==> src/rtl/sw_debounce_pkg.sv <==
// Shared types and constants for the switch debouncer.
// Holds the FSM state type and the synchronizer depth.
package sw_debounce_pkg;

  typedef enum logic {
    STABLE = 1'b0,
    SETTLE = 1'b1
  } state_t;

  localparam int SYNC_STAGES = 2;

endpackage

==> src/rtl/sw_debounce_sync.sv <==
// W-bit multi-flop synchronizer for raw switch inputs.
// Instantiated by sw_debounce only when SW_DEBOUNCE_SYNC_EN is defined.
module sw_sync
  import sw_debounce_pkg::*;
#(
  parameter int W = 8
) (
  input  logic         clk,
  input  logic         reset,
  input  logic [W-1:0] i_d,
  output logic [W-1:0] o_q
);

  logic [SYNC_STAGES-1:0][W-1:0] r_pipe;

  always_ff @(posedge clk or posedge reset) begin
    if (reset) begin
      r_pipe <= '0;
    end else begin
      r_pipe <= {r_pipe[SYNC_STAGES-2:0], i_d};
    end
  end

  assign o_q = r_pipe[SYNC_STAGES-1];

endmodule

==> src/rtl/sw_debounce.sv <==
// Vector switch debouncer: a change must hold for 2^N cycles.
// Optional input synchronizer enabled by macro SW_DEBOUNCE_SYNC_EN.
module sw_debounce
  import sw_debounce_pkg::*;
#(
  parameter int N = 20,
  parameter int W = 8
) (
  input  logic         clk,
  input  logic         reset,
  input  logic [W-1:0] sw,
  output logic [W-1:0] db_sw,
  output logic         db_tick,
  output logic         busy
);

  localparam logic [N-1:0] ONE = 1;

  logic [W-1:0] w_sw_s;

`ifdef SW_DEBOUNCE_SYNC_EN
  sw_sync #(
    .W(W)
  ) u_sync (
    .clk  (clk),
    .reset(reset),
    .i_d  (sw),
    .o_q  (w_sw_s)
  );
`else
  assign w_sw_s = sw;
`endif

  state_t       r_state;
  state_t       w_state_nx;
  logic [N-1:0] r_cnt;
  logic [N-1:0] w_cnt_nx;
  logic [W-1:0] r_cand;
  logic [W-1:0] w_cand_nx;
  logic [W-1:0] r_db;
  logic [W-1:0] w_db_nx;
  logic         r_tick;
  logic         w_tick_nx;

  always_ff @(posedge clk or posedge reset) begin
    if (reset) begin
      r_state <= STABLE;
      r_cnt   <= '0;
      r_cand  <= '0;
      r_db    <= '0;
      r_tick  <= 1'b0;
    end else begin
      r_state <= w_state_nx;
      r_cnt   <= w_cnt_nx;
      r_cand  <= w_cand_nx;
      r_db    <= w_db_nx;
      r_tick  <= w_tick_nx;
    end
  end

  // Bounce-back beats candidate change, which beats commit.
  always_comb begin
    w_state_nx = r_state;
    w_cnt_nx   = r_cnt;
    w_cand_nx  = r_cand;
    w_db_nx    = r_db;
    w_tick_nx  = 1'b0;
    unique case (r_state)
      STABLE: begin
        if (w_sw_s != r_db) begin
          w_cand_nx  = w_sw_s;
          w_cnt_nx   = '1;
          w_state_nx = SETTLE;
        end
      end
      SETTLE: begin
        if (w_sw_s == r_db) begin
          w_state_nx = STABLE;
        end else if (w_sw_s != r_cand) begin
          w_cand_nx = w_sw_s;
          w_cnt_nx  = '1;
        end else if (r_cnt == '0) begin
          w_db_nx    = r_cand;
          w_tick_nx  = 1'b1;
          w_state_nx = STABLE;
        end else begin
          w_cnt_nx = r_cnt - ONE;
        end
      end
      default: begin
        w_state_nx = STABLE;
      end
    endcase
  end

  assign db_sw   = r_db;
  assign db_tick = r_tick;
  assign busy    = (r_state == SETTLE);

endmodule

==> config.mk <==
export PLATFORM = sky130hd
export DESIGN_NAME = sw_debounce
export DESIGN_NICKNAME = d
export VERILOG_FILES = /design/src/rtl/sw_debounce_pkg.sv /design/src/rtl/sw_debounce_sync.sv /design/src/rtl/sw_debounce.sv
export SDC_FILE = /design/constraint.sdc
export NUM_CORES = 1
export LEC_CHECK = 0
export CORE_ASPECT_RATIO = 0.6
export CORE_MARGIN = 5
export CORE_UTILIZATION = 57
export CTS_BUF_LIST = sky130_fd_sc_hd__clkbuf_16
export DETAILED_ROUTE_END_ITERATION = 6
export HOLD_SLACK_MARGIN = 0.02
export PLACE_DENSITY = 0.79
export SLEW_MARGIN = 20
export SYNTH_ARGS = -nofsm -noshare
export SYNTH_HDL_FRONTEND = slang
export SYNTH_SLANG_ARGS = --single-unit
export TNS_END_PERCENT = 5
==> constraint.sdc <==
create_clock -name clk -period 2.23 [get_ports clk]
set_input_delay 0.3345 -clock clk [delete_from_list [all_inputs] [get_ports clk]]
set_output_delay 0.3345 -clock clk [all_outputs]
set_load 0.005 [all_outputs]
==> out/metrics.cfg <==
[yosys]
synthDominantCellAreaShare = 0.428
synth.net_count = 225
synth_seq_cells = 38
seq_area_frac_synth = 0.428
synth_top_cells_by_area = sky130_fd_sc_hd__dfrtp_1 43%, sky130_fd_sc_hd__mux2_4 5.4%, sky130_fd_sc_hd__xor2_1 4.7%
post_synth_inst_count = 213
synth_cell_types = 48
yosys.area.top_type = sky130_fd_sc_hd__dfrtp_1
synth_warnings = 0
syn_area_um2 = 2220
avgSynthCellArea_um2 = 10.4

[timing]
worst_clock_skew_ps = 5.61
final.period_utilization = 0.969
crit_path_time_final_ps = 2160
finalHoldViolations = 0
finalHoldWorstSlack_ps = 477
tightest_slew_ps = 483
normalized_max_slew_margin = 0.677
slew_viol_final = 0
rsz0062_at_grt = no
tns_ps = 0
fmax_mhz = 463
final-setup-viol-count = 0

[drt]
drt-initial-drc-count = 193
drt_pre_antenna_iters = 5
postRouteWirelength_mm = 5.77
remaining_drc_errors = 0
postRouteAntennaNets = 0
detail_route.wl_per_cell_um = 18.6
vias = 1885
routed_via_density = 6.08

[clocking]
cts_buffer_depth = 2
clock_tree_from_tritoncts = yes
cts_hold_buf = 0
clock_latency_ps = 280
cts.repair_timing.setup_buffer_count = 0
clk_pin_slew_worst_paths_ps = 60
tritoncts_num_sinks = 38
cts_made_buffers = 5
clockRootBuffer = sky130_fd_sc_hd__clkbuf_16
h-tree-depth = 2

[worst_setup_path]
crit_arrival_ps = 2300
critical_path.endpoint_type = flip-flop
crit_type = in2reg
timing.critical_path.slowest_cell_delay_ps = 540
critPathSlowestCell = sky130_fd_sc_hd__clkdlybuf4s50_1
start_kind = input port
worst-path-max-fanout = 5
crit_required_ps = 2370
crit_path_cell_trace = clkdlybuf4s50_1, xor2_1, and4bb_1, buf_4, and4_1, o41ai_1, o311ai_1

[floorplanning]
die_height_um = 58.4
fp.dieArea_um2 = 5290
pin_count = 20
placementRows = 17
die_width_um = 90.6
initial_utilization = 0.597
core_area_um2 = 3720

[global_route]
grt_antenna_before_repair = 0
grt_util_overall = 0.238
grt_start_max_net_pins = 39
wire_length_of_the_first_global_routing_pass_mm = 9.72
via_count_of_the_first_global_routing_pass = 1833
congestion_overflow_gr = 0

[placement]
dp.cells = 302
final_gp_congestion = 0.874
place.port_buffers = 19
detailed_placement_hpwl_mm = 4.16

[cells_and_area]
fillCellCount = 247
instances_no_fill = 310
post_route_cells_drive_above_1_share = 0.251
antennaDiodeCount = 0
areaGrowthSynthToFinish_pct = 28.5
finalNetCount = 274

[pwr]
maximum_resistive_drop_on_vdd_uv = 504
power.density_nw_per_um2 = 520
static-leakage-power_uw = 0.00116

[worst_hold_path]
holdCritPathClass = in2async

[job]
timing.max_cap.violations = 0

[status]
outcome = finished clean

critical path, delay by kind of cell:
family	cells	cell delay [ps]
simple gates	2	470
xor+xnor	1	210
compound gates	2	580
buf+inv	2	700
worst paths after layout:
kind	start	to	slack, ps	depth (start not counted)
setup / recovery	sw[7]	r_cnt[16]	70	7
min in group clk	r_cand[5]	r_cand[5]	520	2
hold reg to reg	r_cand[5]	r_cand[5]	520	2
hold / removal	reset	r_cnt[9]	480	3
max in group asynchronous	reset	r_cnt[5]	1400	3
setup reg to reg	r_cnt[15]	db_sw[0]	100	5
state kept, by name, indices dropped and copies added (netlist names):
signal and cells:
busy 1, db_sw 8, db_tick 1, r_cand 8, r_cnt 20
cells in the mapped netlist, drive strengths merged:
cell / number
a2111oi: 2
a211o: 1
a211oi: 1
a21o: 1
a21oi: 4
a31o: 1
a31oi: 2
and2: 1
and3: 4
and4: 5
and4bb: 1
buf: 6
clkbuf: 5
dfrtp: 38
ha: 2
inv: 6
mux2: 11
nand2: 22
nand2b: 1
nand3: 18
nand4: 9
nand4b: 1
nor2: 12
nor3: 4
nor4: 6
o211ai: 1
o21ai: 6
o311ai: 5
o31ai: 6
o41ai: 5
or3: 4
or4: 5
or4b: 1
xnor2: 4
xor2: 12
metal layers:
metal  wire length (um)  vias up  global-route usage
li1                   -      901                   -
met2               2430       85               0.325
met1               2820      892               0.362
met3                438        7              0.0613
met4                 70        0              0.0870
met5                  0        -                   0
cells in the final DEF, fill, tap and decap left out, drive strengths merged, types with 7 or more instances in the layout:
master / count
inv: 7
nand4: 9
dfrtp: 38
nand2: 22
nand3: 18
clkdlybuf4s50: 19
nor2: 12
mux2: 11
buf: 34
xor2: 12
what timing repair did:
action	4_1_cts	5_1_grt
endpoints found under the hold margin	0	0
resized for setup	0	3
setup endpoints to repair	0	11
kinds of logic after synthesis:
group | synth area share
adders and majority gates | 0.0113
AOI/OAI and AO/OA | 0.125
muxes | 0.0693
buffers and inverters | 0.0389
and+or+nand+nor | 0.265
DFF | 0.428
xor gates and xnor gates | 0.0631
through the flow:
step | area, um2 | utilization | total power, uW | worst slack (ps)
after global placement | 2710 | 0.728 | 824 | -103
after detailed placement | 2710 | 0.728 | 827 | -183
after CTS | 2850 | 0.765 | 1490 | 19.7
final | 2850 | 0.766 | 1480 | 68.3
after global routing | 2850 | 0.766 | 1540 | 8.30
after floorplan | 2220 | - | 771 | 219
layout make-up:
type / instances / area (um2) / area share
clock buffers: 5 / 125 / 0.0439
inverters: 6 / 22.5 / 0.00789
repair buffers: 53 / 495 / 0.174
well taps: 47 / 58.8 / 0.0206
clock inverters: 3 / 12.5 / 0.00439
flip-flops and latches: 38 / 952 / 0.334
multi-input cells: 158 / 1190 / 0.416
where the power goes:
part           switching (uW)  total [uW]  internal, uW
combinational            58.6         110          51.4
clock                     264         668           404
sequential               8.13         706           698
total                     331        1480          1150
(Power assumes the default switching activity.)
